<file path="src/rtl/seq_alu.sv">
// -----------------------------------------------------------------------------
// seq_alu - registered, handshaked ALU with iterative multiply and divide.
//
// Operands are taken when in_valid_i && in_ready_o (state IDLE). Single-cycle
// operations present their result one cycle later. MUL/MLL and DIV with a
// non-zero divisor step once per cycle for WIDTH cycles in BUSY, giving
// WIDTH+1 cycles of latency. The result is held in DONE until out_ready_i.
//
// Ports:
//   clk, rst_n           clock (rising edge), asynchronous active-low reset
//   in_valid_i/in_ready_o    operand handshake (in_ready_o only in IDLE)
//   a_i, b_i             operands (b_i[clog2(WIDTH)-1:0] is the shift amount)
//   func_i, ci_i         operation code, carry/borrow in for ADC/SBC
//   out_valid_o/out_ready_i  result handshake (out_valid_o only in DONE)
//   y_o                  result / product low half / quotient
//   y_hi_o               product high half (MUL), remainder (DIV), else 0
//   co_o, negative_o, zero_o, overflow_o   flags registered with the result
//   busy_o               high while an iterative operation is in progress
// -----------------------------------------------------------------------------
module seq_alu #(
  parameter int WIDTH = 16
) (
  input  logic             clk,
  input  logic             rst_n,
  input  logic             in_valid_i,
  output logic             in_ready_o,
  input  logic [WIDTH-1:0] a_i,
  input  logic [WIDTH-1:0] b_i,
  input  logic [3:0]       func_i,
  input  logic             ci_i,
  output logic             out_valid_o,
  input  logic             out_ready_i,
  output logic [WIDTH-1:0] y_o,
  output logic [WIDTH-1:0] y_hi_o,
  output logic             co_o,
  output logic             negative_o,
  output logic             zero_o,
  output logic             overflow_o,
  output logic             busy_o
);

  localparam int SW = $clog2(WIDTH);

  typedef enum logic [3:0] {
    OP_ADD = 4'h0, OP_ADC = 4'h1, OP_SUB = 4'h2, OP_SBC = 4'h3,
    OP_MUL = 4'h4, OP_MLL = 4'h5, OP_DIV = 4'h6, OP_RAS = 4'h7,
    OP_LSH = 4'h8, OP_RSH = 4'h9, OP_LRT = 4'hA, OP_RRT = 4'hB,
    OP_AND = 4'hC, OP_OR  = 4'hD, OP_XOR = 4'hE, OP_NOT = 4'hF
  } op_e;

  typedef enum logic [1:0] {
    S_IDLE = 2'd0,
    S_BUSY = 2'd1,
    S_DONE = 2'd2
  } state_e;

  op_e op_in;
  assign op_in = op_e'(func_i);

  // ---------------------------------------------------------------------------
  // Single-cycle datapath, evaluated directly on the incoming operands
  // ---------------------------------------------------------------------------
  logic [SW-1:0]      sh_amt, sh_amt_m1, sh_amt_neg;
  logic               cin;
  logic [WIDTH:0]     add_u, add_s, sub_u, sub_s;
  logic [2*WIDTH-1:0] rot_l, rot_r;
  logic [WIDTH-1:0]   sc_y, sc_y_hi;
  logic               sc_co, sc_ov;

  always_comb begin
    // NOTE: every variable gets a default before the case so no path leaves
    // it unassigned; an unassigned path would infer a latch.
    sc_y       = '0;
    sc_y_hi    = '0;
    sc_co      = 1'b0;
    sc_ov      = 1'b0;
    sh_amt     = b_i[SW-1:0];
    sh_amt_m1  = sh_amt - SW'(1);
    // Modulo 2^SW this equals WIDTH - amount, the index of the last bit
    // leaving a left shift (only used when the amount is non-zero).
    sh_amt_neg = '0 - sh_amt;
    cin        = (op_in == OP_ADC || op_in == OP_SBC) ? ci_i : 1'b0;
    // Unsigned copies give carry/borrow; sign-extended copies give overflow
    // as "true result does not fit in WIDTH bits", which stays correct when
    // the carry-in pushes the result past the limit.
    add_u = {1'b0, a_i} + {1'b0, b_i} + {{WIDTH{1'b0}}, cin};
    add_s = {a_i[WIDTH-1], a_i} + {b_i[WIDTH-1], b_i} + {{WIDTH{1'b0}}, cin};
    sub_u = {1'b0, a_i} - {1'b0, b_i} - {{WIDTH{1'b0}}, cin};
    sub_s = {a_i[WIDTH-1], a_i} - {b_i[WIDTH-1], b_i} - {{WIDTH{1'b0}}, cin};
    rot_l = {a_i, a_i} << sh_amt;
    rot_r = {a_i, a_i} >> sh_amt;

    case (op_in)
      OP_ADD, OP_ADC: begin
        sc_y  = add_u[WIDTH-1:0];
        sc_co = add_u[WIDTH];
        sc_ov = add_s[WIDTH] ^ add_s[WIDTH-1];
      end
      OP_SUB, OP_SBC: begin
        sc_y  = sub_u[WIDTH-1:0];
        sc_co = sub_u[WIDTH];
        sc_ov = sub_s[WIDTH] ^ sub_s[WIDTH-1];
      end
      OP_DIV: begin
        // Only taken as a single-cycle op when the divisor is zero.
        sc_y    = '1;
        sc_y_hi = a_i;
        sc_ov   = 1'b1;
      end
      OP_RAS: begin
        sc_y  = $signed(a_i) >>> sh_amt;
        sc_co = (sh_amt != '0) && a_i[sh_amt_m1];
      end
      OP_LSH: begin
        sc_y  = a_i << sh_amt;
        sc_co = (sh_amt != '0) && a_i[sh_amt_neg];
      end
      OP_RSH: begin
        sc_y  = a_i >> sh_amt;
        sc_co = (sh_amt != '0) && a_i[sh_amt_m1];
      end
      OP_LRT:  sc_y = rot_l[2*WIDTH-1:WIDTH];
      OP_RRT:  sc_y = rot_r[WIDTH-1:0];
      OP_AND:  sc_y = a_i & b_i;
      OP_OR:   sc_y = a_i | b_i;
      OP_XOR:  sc_y = a_i ^ b_i;
      OP_NOT:  sc_y = ~a_i;
      default: ; // MUL/MLL are iterative
    endcase
  end

  // ---------------------------------------------------------------------------
  // Iterative datapath and control
  // ---------------------------------------------------------------------------
  state_e             state_q, state_d;
  op_e                func_q, func_d;
  logic [WIDTH-1:0]   acc_q, acc_d;   // partial product high / remainder
  logic [WIDTH-1:0]   mq_q, mq_d;     // multiplier / dividend -> quotient
  logic [WIDTH-1:0]   dv_q, dv_d;     // multiplicand / divisor
  logic [SW-1:0]      cnt_q, cnt_d;
  logic               neg_q, neg_d;   // product sign for the final negate
  logic [WIDTH-1:0]   y_q, y_d, y_hi_q, y_hi_d;
  logic               co_q, co_d, n_q, n_d, z_q, z_d, ov_q, ov_d;

  logic [WIDTH:0]     mul_sum, rem_sh;
  logic [WIDTH+1:0]   trial;
  logic [WIDTH-1:0]   acc_step, mq_step;
  logic [2*WIDTH-1:0] prod;

  // One shift-add (MUL/MLL) or restoring step (DIV) on the current registers.
  always_comb begin
    mul_sum = {1'b0, acc_q} + (mq_q[0] ? {1'b0, dv_q} : '0);
    rem_sh  = {acc_q, mq_q[WIDTH-1]};
    trial   = {1'b0, rem_sh} - {2'b00, dv_q};
    if (func_q == OP_DIV) begin
      // A set sign bit on the trial means the divisor did not fit: restore.
      acc_step = trial[WIDTH+1] ? rem_sh[WIDTH-1:0] : trial[WIDTH-1:0];
      mq_step  = {mq_q[WIDTH-2:0], ~trial[WIDTH+1]};
    end else begin
      acc_step = mul_sum[WIDTH:1];
      mq_step  = {mul_sum[0], mq_q[WIDTH-1:1]};
    end
    prod = {acc_step, mq_step};
    if (neg_q) prod = '0 - prod;
  end

  always_comb begin
    state_d = state_q;
    func_d  = func_q;
    acc_d   = acc_q;
    mq_d    = mq_q;
    dv_d    = dv_q;
    cnt_d   = cnt_q;
    neg_d   = neg_q;
    y_d     = y_q;
    y_hi_d  = y_hi_q;
    co_d    = co_q;
    n_d     = n_q;
    z_d     = z_q;
    ov_d    = ov_q;

    case (state_q)
      S_IDLE: begin
        if (in_valid_i) begin
          func_d = op_in;
          if (op_in == OP_MUL || op_in == OP_MLL) begin
            // Multiply magnitudes; the sign is restored at the end.
            acc_d   = '0;
            mq_d    = a_i[WIDTH-1] ? ('0 - a_i) : a_i;
            dv_d    = b_i[WIDTH-1] ? ('0 - b_i) : b_i;
            neg_d   = a_i[WIDTH-1] ^ b_i[WIDTH-1];
            cnt_d   = SW'(WIDTH - 1);
            state_d = S_BUSY;
          end else if (op_in == OP_DIV && b_i != '0) begin
            acc_d   = '0;
            mq_d    = a_i;
            dv_d    = b_i;
            neg_d   = 1'b0;
            cnt_d   = SW'(WIDTH - 1);
            state_d = S_BUSY;
          end else begin
            y_d     = sc_y;
            y_hi_d  = sc_y_hi;
            co_d    = sc_co;
            n_d     = sc_y[WIDTH-1];
            z_d     = (sc_y == '0);
            ov_d    = sc_ov;
            state_d = S_DONE;
          end
        end
      end

      S_BUSY: begin
        acc_d = acc_step;
        mq_d  = mq_step;
        cnt_d = cnt_q - SW'(1);
        if (cnt_q == '0) begin
          state_d = S_DONE;
          co_d    = 1'b0;
          ov_d    = 1'b0;
          case (func_q)
            OP_MUL: begin
              y_d    = prod[WIDTH-1:0];
              y_hi_d = prod[2*WIDTH-1:WIDTH];
              n_d    = prod[2*WIDTH-1];
              z_d    = (prod == '0);
            end
            OP_MLL: begin
              y_d    = prod[WIDTH-1:0];
              y_hi_d = '0;
              n_d    = prod[WIDTH-1];
              z_d    = (prod[WIDTH-1:0] == '0);
            end
            default: begin // DIV
              y_d    = mq_step;
              y_hi_d = acc_step;
              n_d    = mq_step[WIDTH-1];
              z_d    = (mq_step == '0);
            end
          endcase
        end
      end

      S_DONE: begin
        if (out_ready_i) state_d = S_IDLE;
      end

      default: state_d = S_IDLE;
    endcase
  end

  // NOTE: sequential state uses non-blocking assignments so every register
  // samples its next-state value from before the edge, regardless of order.
  always_ff @(posedge clk or negedge rst_n) begin
    if (!rst_n) begin
      state_q <= S_IDLE;
      func_q  <= OP_ADD;
      acc_q   <= '0;
      mq_q    <= '0;
      dv_q    <= '0;
      cnt_q   <= '0;
      neg_q   <= 1'b0;
      y_q     <= '0;
      y_hi_q  <= '0;
      co_q    <= 1'b0;
      n_q     <= 1'b0;
      z_q     <= 1'b0;
      ov_q    <= 1'b0;
    end else begin
      state_q <= state_d;
      func_q  <= func_d;
      acc_q   <= acc_d;
      mq_q    <= mq_d;
      dv_q    <= dv_d;
      cnt_q   <= cnt_d;
      neg_q   <= neg_d;
      y_q     <= y_d;
      y_hi_q  <= y_hi_d;
      co_q    <= co_d;
      n_q     <= n_d;
      z_q     <= z_d;
      ov_q    <= ov_d;
    end
  end

  assign in_ready_o  = (state_q == S_IDLE);
  assign out_valid_o = (state_q == S_DONE);
  assign busy_o      = (state_q == S_BUSY);
  assign y_o         = y_q;
  assign y_hi_o      = y_hi_q;
  assign co_o        = co_q;
  assign negative_o  = n_q;
  assign zero_o      = z_q;
  assign overflow_o  = ov_q;

endmodule

</file>
<file path="config.mk">
export PLATFORM = sky130hd
export DESIGN_NAME = seq_alu
export DESIGN_NICKNAME = d
export VERILOG_FILES = /design/src/rtl/seq_alu.sv
export SDC_FILE = /design/constraint.sdc
export NUM_CORES = 1
export LEC_CHECK = 0
export CELL_PAD_IN_SITES_DETAIL_PLACEMENT = 1
export CELL_PAD_IN_SITES_GLOBAL_PLACEMENT = 2
export CORE_ASPECT_RATIO = 0.7
export CORE_MARGIN = 1.5
export CORE_UTILIZATION = 35
export DETAILED_ROUTE_END_ITERATION = 8
export PLACE_DENSITY_LB_ADDON = 0.1
export SLEW_MARGIN = 10
export SYNTH_ARGS = -nofsm -noshare
export SYNTH_HDL_FRONTEND = slang
export SYNTH_SLANG_ARGS = --single-unit
</file>
<file path="constraint.sdc">
create_clock -name clk -period 6 [get_ports clk]
set_input_delay 1.2 -clock clk [delete_from_list [all_inputs] [get_ports clk]]
set_output_delay 1.2 -clock clk [all_outputs]
set_load 0.05 [all_outputs]
</file>
==> results of run 1 <==
## sequential cells by signal (all words and copies together), names as in the netlist, 2 cells and up
signal and count:
acc_q 16, dv_q 16, mq_q 16, y_hi_o 16, y_o 16, cnt_q 4
func_q 4, state_q 2
## power groups by stage
stage | logic, uW | registers (uW) | clock network, uW
after floorplan | 3570 | 1570 | 0
after detailed placement | 6000 | 1310 | 0
final | 6180 | 1310 | 593
after CTS | 6040 | 1300 | 604
after global placement | 5910 | 1310 | 0
after global routing | 6600 | 1340 | 622
## critical path, cell delays in order (launching register included)
cell and delay, ns:
dfrtp_1 0.45, ha_1 0.40, a21o_1 0.22, a211o_1 0.41, a21oi_2 0.21, nand2_1 0.22, o22ai_1 0.36, ha_1 0.24
inv_1 0.13, a2111o_1 0.40, or2_1 0.31, a21oi_1 0.16, a31oi_1 0.07, a2111oi_2 0.40, and4_1 0.31, nand2_1 0.07
or4_1 0.58, a2111o_1 0.40, o31ai_2 0.17
## kinds of logic after synthesis
kind of cell	count (synthesis)	share of synthesized area, %
XOR/XNOR	79	5.01
multiplexers	103	9.67
buffers and inverters	216	6.14
AND/OR/NAND/NOR	642	22.5
flip-flops	95	17.2
AO/OA/AOI/OAI	613	29.4
adder cells (fa/ha/maj)	107	10.0
## cell type report
class                   count  area [um^2]  share of cell area [%]
multi-input cells        1544        10600                    66.7
repair buffers            189         1620                    10.2
inverters                  93          349                    2.20
flip-flops and latches     95         2380                    15.0
well taps                 527          659                    4.15
clock inverters             7         53.8                   0.339
clock buffers               9          225                    1.42
diodes                      1         2.50                  0.0158
## routing by layer
| layer | GRT usage, % | part of all wire, % | vias up |
|---|---|---|---|
| li1 | - | - | 7049 |
| met1 | 60.3 | 51 | 8144 |
| met2 | 47.5 | 37 | 750 |
| met3 | 12.6 | 12 | 50 |
| met4 | 3.45 | 0.64 | 2 |
| met5 | 0 | 0.014 | - |
## cell usage in the layout (no fill, tap or decap), types with 12 or more instances in the layout
master           instances
nor2_1                 196
nand2_1                166
a21oi_1                148
o21ai_0                124
buf_4                  109
ha_1                   101
dfrtp_1                 95
inv_1                   89
clkdlybuf4s50_1         74
mux2i_1                 67
nand3_1                 57
xnor2_1                 56
nor3_1                  47
a31oi_1                 40
o22ai_1                 38
and2_1                  29
a211oi_1                27
o211ai_1                27
or3_1                   26
xor2_1                  23
mux4_2                  23
a21o_1                  20
o31ai_1                 19
o21a_1                  18
a221oi_1                18
nor2b_1                 15
nand2b_1                14
and3_1                  13
nor4_1                  13
mux2_2                  13
o2111ai_1               13
nand4_1                 12
## metrics by stage
stage	instance area (um^2)	hold slack (ns)	utilization [%]	worst slack, ns
6_report	15900	0.504	41.1	0.389
5_1_grt	15900	0.540	41.1	0.175
3_5_place_dp	15600	0.487	40.4	0.531
3_3_place_gp	15600	0.480	40.4	0.575
4_1_cts	15900	0.504	41.1	0.520
2_1_floorplan	13800	0.463	-	0.403
## worst max-delay path by stage
| stage | startpoint | endpoint | slack, ns | cells past startpoint |
|---|---|---|---|---|
| global placement | acc_q[13] | zero_o | 0.58 | 18 |
| floorplan | b_i[0] | overflow_o | 0.40 | 18 |
| global route | acc_q[13] | zero_o | 0.17 | 18 |
| finish | acc_q[13] | zero_o | 0.39 | 18 |
| detailed placement | acc_q[13] | zero_o | 0.53 | 18 |
| CTS | acc_q[13] | zero_o | 0.52 | 18 |
==> run metrics, run 1 <==
status=completed; post-route minimum period=5.61 ns; relative slew slack=between 20% and 30%; GRT Overall Usage=37.4%; reg2reg start=acc_q[13]; Clock Power Share=7.3%; ranking of synthesized cells by area=dfrtp_1 17%, ha_1 9.2%, a21oi_1 5.4%; yosys warns=0; Antenna Nets Post-Route=0; initial antenna violation count=5; mean post-synth cell area=7.44 um^2; Buffers on Ports=79; Filler Cell Count=roughly 4800; Power, Total=8080 uW; reg-to-reg setup timing slack=0.39 ns; DR iter-0 viols=1819; top cell type's share of synthesized area=between 10% and 20%; post-synthesis sequential area ratio=between 15 and 20%; Slew @ Worst Pin=about 1.1 ns; cell type with the largest total area after synthesis=dfrtp_1; hold_buf cts=0; worst clock skew=0.0141 ns; fmax=approximately 0.18 GHz; hold_sp=y_hi_o[10]; die area=40700 um^2; Comb power frac=76.4%; worst vdd ir=0.299 mV; layout cell share with drive strength beyond 1=10.6%; CTS resizes=0; largest net degree at the start of global routing=54; Setup-failing EPs final=0; Worst R2R Path Depth=18; number of synthesized flops with an enable pin=0; Distinct cells, synth=93; Core ar.=around 39000 um^2; WHS Path Cells=1; CP Capture Type=flop; CTS tree=done; startpoint types=flop; Post-synth top cells=197 x nor2_1, 166 x nand2_1, 148 x a21oi_1, 124 x o21ai_0, 101 x ha_1; #FFs+latches synth=95; Hold Vio Cnt, Final=0; dpl cells=2448; GRT overflow=0; maximum root-to-sink buffer count=2; Final Wtd Congestion=approximately 1.0; RSZ-0062 raised after global routing=false; Die X=240 um; I/O Pins=80; Vias=16000; vias in the first global route=15200; fin crit share=93.5%; Reg-to-Reg End=zero_o; post-route setup TNS=0 ns; FP Rows=60; crit-path max FO=6; area grow syn2layout=15.0%; postcts setup bufs=0; global-route wire length before repair=110000 um; Hold Crit Class=reg -> reg; height of the die=~170 um; Slew Viols, Final=0; sequential fraction of design power=16.3%; drt total wl=76000 um; post-synthesis async set-or-reset flop share=100%; clk slew on worst S/H paths=0.08 ns; Max Cap Viol=0; syn_nets=2003; Pre-Repair DR Iteration Count=6; P_int=around 3300 uW; worst skew pair latency=0.39 ns; Worst Hold End=y_hi_o[10]; Post-Synthesis Cells=1855; routed vias/inst=6.49; Remaining DRCs=0; CTS Sinks=95; Starting Density=between 30 and 40%; fin cells=2465; Layout Nets=around 2100; DP HPWL=a little over 60000 um; Switch Pwr=4740 uW; Main synth FF type=dfrtp_1; power per cell area=509 nW/um^2; count leader, synth=nor2_1; Root Buffer=clkbuf_16; Cell Area, Synth=13800 um^2; htree depth=3; WP data arrival=5.91 ns; Lkg Pwr=0.00646 uW; wire per inst=30.8 um; kind of critical path=reg -> reg; switching share of power=58.6%; TritonCTS buffer count=9; required time at the worst-slack endpoint=6.30 ns
Power figures use the tool's default switching activity.
==> run 2: changes to the inputs <==
- CTS_BUF_LIST: not set -> sky130_fd_sc_hd__clkbuf_8
- TNS_END_PERCENT: not set -> 10
==> run 2 against run 1 <==
Worst hold slack better by 0.0055 ns. Maximum frequency down 0.41%. Wire length about the same. Die area unchanged. Setup slack worse by 0.023 ns. Cell count unchanged. Sequential power about the same. Register-to-register slack worse by 0.02 ns. Flip-flop and latch count unchanged. Critical path type unchanged. Critical endpoint unchanged.
==> run metrics, run 2 (same netlist as run 1, synthesis figures left out) <==
GRT overflow=0 (unchanged); Hold Crit Class=reg -> reg; global-route wire length before repair=110000 um (-0.11%); commonest non-fill, non-tap cells in the layout=196 x nor2_1, 166 x nand2_1, 148 x a21oi_1; Hold Vio Cnt, Final=0 (unchanged); layout cell share with drive strength beyond 1=10.6% (unchanged); CTS tree=done; Slew @ Worst Pin=1.24 ns (+0.173 ns); Final Wtd Congestion=1.03 (unchanged); TritonCTS buffer count=9 (unchanged); status=completed; Die X=240 um (unchanged); Setup-failing EPs final=0 (unchanged); worst clock skew=0.0178 ns (+0.00370 ns); DR iter-0 viols=1740 (-4.3%); routed vias/inst=6.49 (about the same); Clock Power Share=5.7% (-1.6 points); Buffers on Ports=79 (unchanged); post-route setup TNS=0 ns (unchanged); Max Cap Viol=0 (unchanged); Slew Viols, Final=0 (unchanged); post-route minimum period=5.63 ns (+0.0229 ns); WP data arrival=6.00 ns (+0.09 ns); Antenna Nets Post-Route=0 (unchanged); largest net degree at the start of global routing=54 (unchanged); post-route setup slack=0.366 ns (-0.0229 ns); commonest non-fill, non-tap cell in the layout=nor2_1; drt total wl=76000 um (about the same); hold_buf cts=0 (unchanged); CTS Sinks=95 (unchanged); Core ar.=38700 um^2 (unchanged); worst vdd ir=0.305 mV (+2.1%); Comb power frac=77.8% (+1.4 points); maximum root-to-sink buffer count=2 (unchanged); Switch Pwr=4730 uW (about the same); Pre-Repair DR Iteration Count=5 (-1); initial antenna violation count=6 (+1); hold_ws=0.509 ns (+0.00546 ns); crit-path max FO=6 (unchanged); area grow syn2layout=14.3%; Root Buffer=clkbuf_8; Layout Nets=2080 (unchanged); fmax=0.177 GHz (-0.41%); CTS resizes=0 (unchanged); worst slack, placed=0.531 ns (unchanged); power per cell area=504 nW/um^2 (-1.0%); wire per inst=30.8 um (about the same); FP Rows=60 (unchanged); switching share of power=59.6% (+0.96 points); P_int=3210 uW (-3.9%); die area=40700 um^2 (unchanged); relative slew slack=16.8% (-10 points); clk slew on worst S/H paths=0.12 ns (+0.04 ns); htree depth=3 (unchanged); fin crit share=93.9% (+0.38 points); startpoint types=flop; required time at the worst-slack endpoint=6.37 ns (+0.07 ns); worst skew pair latency=0.45 ns (+0.06 ns); Vias=16000 (+0.069%); sequential fraction of design power=16.5% (+0.2 points); postcts setup bufs=0 (unchanged); DP HPWL=61200 um (unchanged); Remaining DRCs=0 (unchanged); kind of critical path=reg -> reg; vias in the first global route=15200 (+0.21%); GRT Overall Usage=37.4% (about the same); Lkg Pwr=0.00641 uW (-0.72%); I/O Pins=80 (unchanged); Starting Density=35.7% (unchanged); CP Capture Type=flop; RSZ-0062 raised after global routing=false; height of the die=169 um (unchanged)
-- run 2: worst max-delay path: stages (launching register included) --
cell	delay [ns]
dfrtp_1	0.47
ha_1	0.40
a21o_1	0.22
a211o_1	0.41
a21oi_2	0.21
nand2_1	0.22
o22ai_1	0.36
ha_1	0.25
inv_1	0.14
a2111o_1	0.40
or2_1	0.31
a21oi_1	0.16
a31oi_1	0.07
a2111oi_2	0.40
and4_1	0.31
nand2_1	0.07
or4_1	0.58
a2111o_1	0.39
o31ai_2	0.17
-- run 2: per-stage QoR --
step / util [%] / std cells / power [uW] / cell area [um^2]
floorplan: - / 1855 / 5140 / 13800
global placement: 40.4 / 2448 / 7220 / 15600
detailed placement: 40.4 / 2448 / 7320 / 15600
CTS: 40.8 / 2464 / 7800 / 15800
global route: 40.8 / 2464 / 8420 / 15800
finish: 40.8 / 2465 / 7950 / 15800
-- run 2: power groups by stage --
stage                     Sequential [uW]  Clock (uW)  Combinational, uW
after CTS                            1300         461               6040
after global routing                 1340         480               6600
after detailed placement             1310           0               6000
final                                1310         452               6190
after global placement               1310           0               5910
after floorplan                      1570           0               3570
-- run 2: final timing paths --
check                      depth (start not counted)          to  slack, ns        from
setup / recovery                                  18      zero_o       0.37   acc_q[13]
hold / removal                                     1  y_hi_o[10]       0.51  y_hi_o[10]
setup reg to reg                                  18      zero_o       0.37   acc_q[13]
hold reg to reg                                    1  y_hi_o[10]       0.51  y_hi_o[10]
max in group asynchronous                          2     mq_q[5]       4.04       rst_n
min in group asynchronous                          1    dv_q[10]       0.74       rst_n
-- run 2: layer usage --
metal | vias to the layer above | wire length (um) | global-route usage (%)
met2 | 745 | 27800 | 47.4
met4 | 4 | 518 | 3.31
li1 | 7043 | - | -
met3 | 52 | 9160 | 13.2
met5 | - | 30 | 0
met1 | 8162 | 38500 | 60.0
-- run 2: cell type report --
type                    count  area, um^2
clock buffers               9         124
repair buffers            189        1620
inverters                  93         349
fillers                  4776       22900
clock inverters             7        53.8
multi-input cells        1544       10600
flip-flops and latches     95        2380
well taps                 527         659
diodes                      1        2.50
==> run 3: changes to the inputs <==
- CELL_PAD_IN_SITES_DETAIL_PLACEMENT: 1 -> 0
- SLEW_MARGIN: 10 -> 0
==> run 3 against run 2 <==
Cell count hardly changed. Critical path depth unchanged. Sequential share of layout area about the same. Clock-buffer cell count is the same. Maximum frequency increased by 1.0%. Power fell by 1.1%. Global-route usage down 1.6 points. Final area hardly changed. Combinational power is 2% lower. Largest power group unchanged. Highest routed layer is now met4.
==> run metrics, run 3 (same netlist as run 1, synthesis figures left out) <==
reg-to-reg setup timing slack=0.42 ns (+0.06 ns); status=completed; FP Rows=60 (unchanged); postcts setup bufs=0 (unchanged); Ant. Diodes=0 (-1); CP max stage delay=0.59 ns (about the same); crit-path max FO=6 (unchanged); Antenna Nets Post-Route=0 (unchanged); CTS Sinks=95 (unchanged); power per cell area=498 nW/um^2 (-1.2%); maximum root-to-sink buffer count=2 (unchanged); RSZ-0062 raised after global routing=false; hold_buf cts=0 (unchanged); initial antenna violation count=2 (-4); Filler Cell Count=4024 (-16%); global-route wire length before repair=105000 um (-4.5%); Starting Density=35.7% (unchanged); drt total wl=73100 um (-3.8%); CTS resizes=0 (unchanged); worst clock skew=0.0281 ns (+0.0104 ns); fmax=0.179 GHz (+1.0%); largest net degree at the start of global routing=54 (unchanged); Remaining DRCs=0 (unchanged); commonest non-fill, non-tap cells in the layout=196 x nor2_1, 166 x nand2_1, 148 x a21oi_1; clk slew on worst S/H paths=0.12 ns (about the same); CTS tree=done; worst vdd ir=0.246 mV (-19%); cell at the slowest stage of the critical path=or4_1; Hold Crit Class=reg -> reg; DP HPWL=58500 um (-4.3%); Vias=15900 (-0.87%); fin cells=2464 (-0.041%); vias in the first global route=14200 (-6.5%); Root Buffer=clkbuf_8; Setup crit start=acc_q[13]; I/O Pins=80 (unchanged); Pre-Repair DR Iteration Count=5 (unchanged); Hold Vio Cnt, Final=0 (unchanged); kind of critical path=reg -> reg; DR iter-0 viols=2016 (+16%); Slew Viols, Final=0 (unchanged); area grow syn2layout=14.4% (about the same); wire per inst=29.7 um (-3.8%); routed vias/inst=6.44 (-0.83%); fin area=15800 um^2 (about the same); Final Core Density=40.8% (about the same); post-route minimum period=5.58 ns (-0.0585 ns); Setup-failing EPs final=0 (unchanged); htree depth=3 (unchanged); hold_ws=0.508 ns (-0.00110 ns); die area=40700 um^2 (unchanged); Core ar.=38700 um^2 (unchanged); worst skew pair latency=0.44 ns (about the same); layout cell share with drive strength beyond 1=10.6% (unchanged); Slew @ Worst Pin=1.13 ns (-0.104 ns); dpl cells=2448 (unchanged); worst setup path endpoint=zero_o; Die X=240 um (unchanged); Reg-to-Reg End=zero_o; Lkg Pwr=0.00641 uW (about the same); GRT overflow=0 (unchanged); Buffers on Ports=79 (unchanged); commonest non-fill, non-tap cell in the layout=nor2_1; TritonCTS buffer count=9 (unchanged); startpoint types=flop; Layout Nets=2080 (unchanged); reg2reg start=acc_q[13]; fin crit share=92.9% (-0.98 points); Max Cap Viol=0 (unchanged); CP Cell Sequence=ha_1 -> a21o_1 -> a211o_1 -> a21oi_2 -> nand2_1 -> o22ai_1 -> ha_1 -> inv_1 -> a2111o_1 -> or2_1 -> a21oi_1 -> a31oi_1 -> a2111oi_2 -> and4_1 -> nand2_1 -> or4_1 -> a2111o_1 -> o31ai_2; CP Capture Type=flop; height of the die=169 um (unchanged); Worst R2R Path Depth=18 (unchanged); WP data arrival=5.93 ns (-0.07 ns); GRT Overall Usage=35.9% (-1.6 points); relative slew slack=23.8% (+7.0 points); post-route setup TNS=0 ns (unchanged); Final Wtd Congestion=1.03 (unchanged); placed instance area=15600 um^2 (unchanged); required time at the worst-slack endpoint=6.35 ns (-0.02 ns)
-- run 3: how the worst min path moves through the flow --
stage                     slack (ns)          to  cells after the start        from
after global routing            0.56    cnt_q[0]                      1    cnt_q[0]
after detailed placement        0.48        co_o                      2        co_o
after global placement          0.48  y_hi_o[10]                      1  y_hi_o[10]
after floorplan                 0.46    dv_q[14]                      2    dv_q[14]
final                           0.51        co_o                      2        co_o
after CTS                       0.51        co_o                      2        co_o
-- run 3: cell type report --
type                            instances  area, um^2  share of cell area (%)
Multi-Input combinational cell       1544       10600                    67.1
Sequential cell                        95        2380                    15.1
Timing Repair Buffer                  189        1620                    10.3
Tap cell                              527         659                    4.18
Inverter                               93         349                    2.21
Clock buffer                            9         124                   0.784
Clock inverter                          7        63.8                   0.404
-- run 3: per-layer routing --
layer,wire [um],part of all wire (%),global-route usage [%],vias to the layer above
li1,-,-,-,7037
met1,36800,50,58.8,7904
met2,26400,36,44.3,880
met3,9460,13,12.1,46
met4,542,0.74,3.14,0
met5,0,0,0,-
-- run 3: worst max-delay path: cells and delay by family (launching register included) --
kind / cells / cell delay, ns
AOI/OAI and AO/OA: 10 / 2.76
adders and majority gates: 2 / 0.64
buffers and inverters: 1 / 0.13
DFF: 1 / 0.47
and+or+nand+nor: 5 / 1.50
-- run 3: report_power, final --
| part | leakage (uW) | switching (uW) | internal (uW) | total (uW) |
|---|---|---|---|---|
| sequential | 0.00112 | 370 | 937 | 1310 |
| clock | 0.0000903 | 306 | 160 | 466 |
| combinational | 0.00519 | 3970 | 2120 | 6090 |
| total | 0.00641 | 4640 | 3220 | 7860 |
-- run 3: stage by stage --
| stage | setup slack, ns | total power [uW] |
|---|---|---|
| floorplan | 0.403 | 5140 |
| finish | 0.425 | 7860 |
| global route | 0.129 | 8350 |
| global placement | 0.575 | 7220 |
| CTS | 0.550 | 7710 |
| detailed placement | 0.560 | 7220 |
==> patch: new RTL, config.mk and constraints of run 2 <==
Take the reset off `mq_q`, `dv_q` and `y_q` and load them in a clocked block of their own.
--- a/src/rtl/seq_alu.sv
+++ b/src/rtl/seq_alu.sv
@@ -256,11 +256,8 @@
       state_q <= S_IDLE;
       func_q  <= OP_ADD;
       acc_q   <= '0;
-      mq_q    <= '0;
-      dv_q    <= '0;
       cnt_q   <= '0;
       neg_q   <= 1'b0;
-      y_q     <= '0;
       y_hi_q  <= '0;
       co_q    <= 1'b0;
       n_q     <= 1'b0;
@@ -270,17 +267,20 @@
       state_q <= state_d;
       func_q  <= func_d;
       acc_q   <= acc_d;
-      mq_q    <= mq_d;
-      dv_q    <= dv_d;
       cnt_q   <= cnt_d;
       neg_q   <= neg_d;
-      y_q     <= y_d;
       y_hi_q  <= y_hi_d;
       co_q    <= co_d;
       n_q     <= n_d;
       z_q     <= z_d;
       ov_q    <= ov_d;
     end
+  end
+
+  always_ff @(posedge clk) begin
+    mq_q <= mq_d;
+    dv_q <= dv_d;
+    y_q  <= y_d;
   end
 
   assign in_ready_o  = (state_q == S_IDLE);
Behaviour: not the same (Yosys sat finds a counterexample within 4 cycles, from zero or initial values and one cycle with rst_n low).
==> patch against run 2 <==
Clock power up 8.0%. Sequential cell count unchanged. Worst setup slack worse by 150 ps. Sequential share of layout area up 1.6 points. Routed wire length down 7.0%. Power down 28%. Cell count down 3.9%. Final area down 0.25%. Highest routed layer unchanged. Area after synthesis down 0.57%.
==> patch: results (changes against run 2) <==
stage;metric;value;unit;change
place;post-place-cells;2352;;-3.9%
synth;ys_warn_count;0;;unchanged
power_and_ir_drop;ir_drop;0.000304;V;-0.19%
synth;synth-adder-area-share;10.1;%;+0.058 points
cells_and_area;layout.nets;1984;;-4.6%
synth;synth-compound-area-share;27.4;%;-2.1 points
routing;firstDrtPassIters;7;;+2
routing;detail_route.vias_per_cell;6.44;;-0.88%
power_and_ir_drop;leakagePower;6.34;nW;-1.1%
synth;synth.top_cells.by_area;edfxtp_1 (10%), ha_1 (9.2%), dfrtp_1 (8.6%);;
timing;fin_skew;25.6;ps;+7.83 ps
clock_tree;clkLatencyLatePin;440;ps;
synth;yosysMostFrequentCell;nand2_1;;
routing;first_iter_violations;1939;;+11%
synth;seq_area_frac_synth;19.1;%;+1.8 points
place;gp_congestion;0.976;;-5.3%
synth;synthXorXnorAreaFrac;6.38;%;+1.4 points
global_route;grt.total_usage;35.1;%;-2.3 points
routing;wirelength;70700;um;-7.0%
worst_setup_path;r2r-start;mq_q[0];;
global_route;grt_pass1_wl;104000;um;-5.8%
place;dp_hpwl;57000;um;-6.9%
place;post_dp_cell_area;15500;um^2;-0.57%
clock_tree;cts_setup_buffers;0;;unchanged
clock_tree;clk_pin_slew;100;ps;-20 ps
worst_setup_path;crit_start;a_i[6];;
synth;async_flop_share;49.5;%;-51 points
global_route;grt_pass1_vias;14700;;-3.4%
routing;wl_per_cell;29.9;um;-3.2%
hold_path;holdCritStartpoint;y_hi_o[14];;
run_status;outcome;completed;;
worst_setup_path;worst-path-max-fanout;4;;-2
worst_setup_path;cp-endpoint;zero_o;;
cells_and_area;fill_cells;4691;;-1.8%
worst_setup_path;arrival;6110;ps;+110 ps
worst_setup_path;r2r_cells;16;;-2
synth;synth_edf_count;48;;+48
synth;syn_inst;1749;;-5.7%
global_route;grt_antenna_before_repair;3;;-3
timing;maxSlewHeadroom;19.2;%;+2.5 points
synth;synth_nets;1897;;-5.3%
timing;period_share;96.4;%;+2.5 points
synth;synth_common_cells;nand2_1 (165), nor2_1 (160), o21ai_0 (142);;
synth;synthMuxAreaShare;9.93;%;+0.26 points
synth;yosysUniqueCellTypes;109;;+17%
global_route;grt_max_degree;48;;-11%
place;place_ws;-378;ps;-909 ps
cells_and_area;drive_gt1_share;12.1;%;+1.4 points
-- patch: changes by cell type after synthesis, moves of 18 or more --
cell | run 2 | this run
xnor2_1 | 56 | 74
nor2_1 | 197 | 160
clkbuf_1 | 98 | 80
edfxtp_1 | 0 | 48
o21ai_0 | 124 | 142
a21oi_1 | 148 | 115
nand3_1 | 57 | 30
dfrtp_1 | 95 | 47
o22ai_1 | 38 | 17
-- patch: cell type report --
type	instances	area [um^2]	area share, %
flip-flops and latches	95	2620	16.6
well taps	527	659	4.19
clock buffers	11	151	0.962
diodes	1	2.50	0.0159
clock inverters	5	55.1	0.350
inverters	95	357	2.27
multi-input cells	1447	10300	65.3
repair buffers	188	1620	10.3
-- patch: how the worst min path moves through the flow --
stage                       endpoint  slack (ps)  depth (start not counted)
final                     y_hi_o[14]         510                          1
after global routing      y_hi_o[11]         540                          1
after CTS                 y_hi_o[14]         520                          1
after detailed placement  y_hi_o[14]         490                          1
after global placement    y_hi_o[14]         480                          1
after floorplan             cnt_q[0]         480                          1
-- patch: metrics by stage --
stage | hold slack [ps] | TNS [ps] | total power, mW
floorplan | 483 | 0 | 3.65
global placement | 482 | -336 | 5.06
detailed placement | 488 | -378 | 5.11
CTS | 516 | 0 | 5.63
global route | 537 | 0 | 6.02
finish | 511 | 0 | 5.71
-- patch: cell families (layout without fill, tap and decap cells) --
logic type               after synthesis  in the layout
AO/OA/AOI/OAI                        555            555
XOR/XNOR                             100            100
adder cells (fa/ha/maj)              107            107
buffers and inverters                207            299
flip-flops                            95             95
multiplexers                          97             97
other                                  0              1
AND/OR/NAND/NOR                      588            588
-- patch: critical path, stage by stage --
cell	delay [ps]
clkdlybuf4s50_1	670
inv_1	170
ha_1	400
nor2b_1	150
o22ai_1	100
a21oi_1	500
o21ai_0	180
a2111oi_0	980
buf_4	240
o21ai_0	110
a2111oi_0	430
nand4_1	150
nor4_1	340
nand4_1	200
o2bb2ai_1	180
o31ai_1	90
-- patch: where the power goes --
| group | switching (mW) | leakage (nW) | internal, mW |
|---|---|---|---|
| clock network | 0.273 | 0.112 | 0.215 |
| registers | 0.210 | 1.03 | 0.913 |
| logic | 2.69 | 5.19 | 1.41 |
| total | 3.18 | 6.34 | 2.54 |
-- patch: what timing repair did --
action	in CTS	in global routing
gates resized for setup	0	2
hold endpoints to repair	0	0
hold buffers	0	0
endpoints found under the setup margin	0	1
-- patch: metal layers --
| metal | up-vias | part of all wire [%] | track usage [%] |
|---|---|---|---|
| met5 | - | 0.014 | 0 |
| met4 | 2 | 0.94 | 4.82 |
| met3 | 46 | 11 | 8.87 |
| met2 | 754 | 37 | 44.9 |
| met1 | 7770 | 51 | 57.7 |
| li1 | 6675 | - | - |
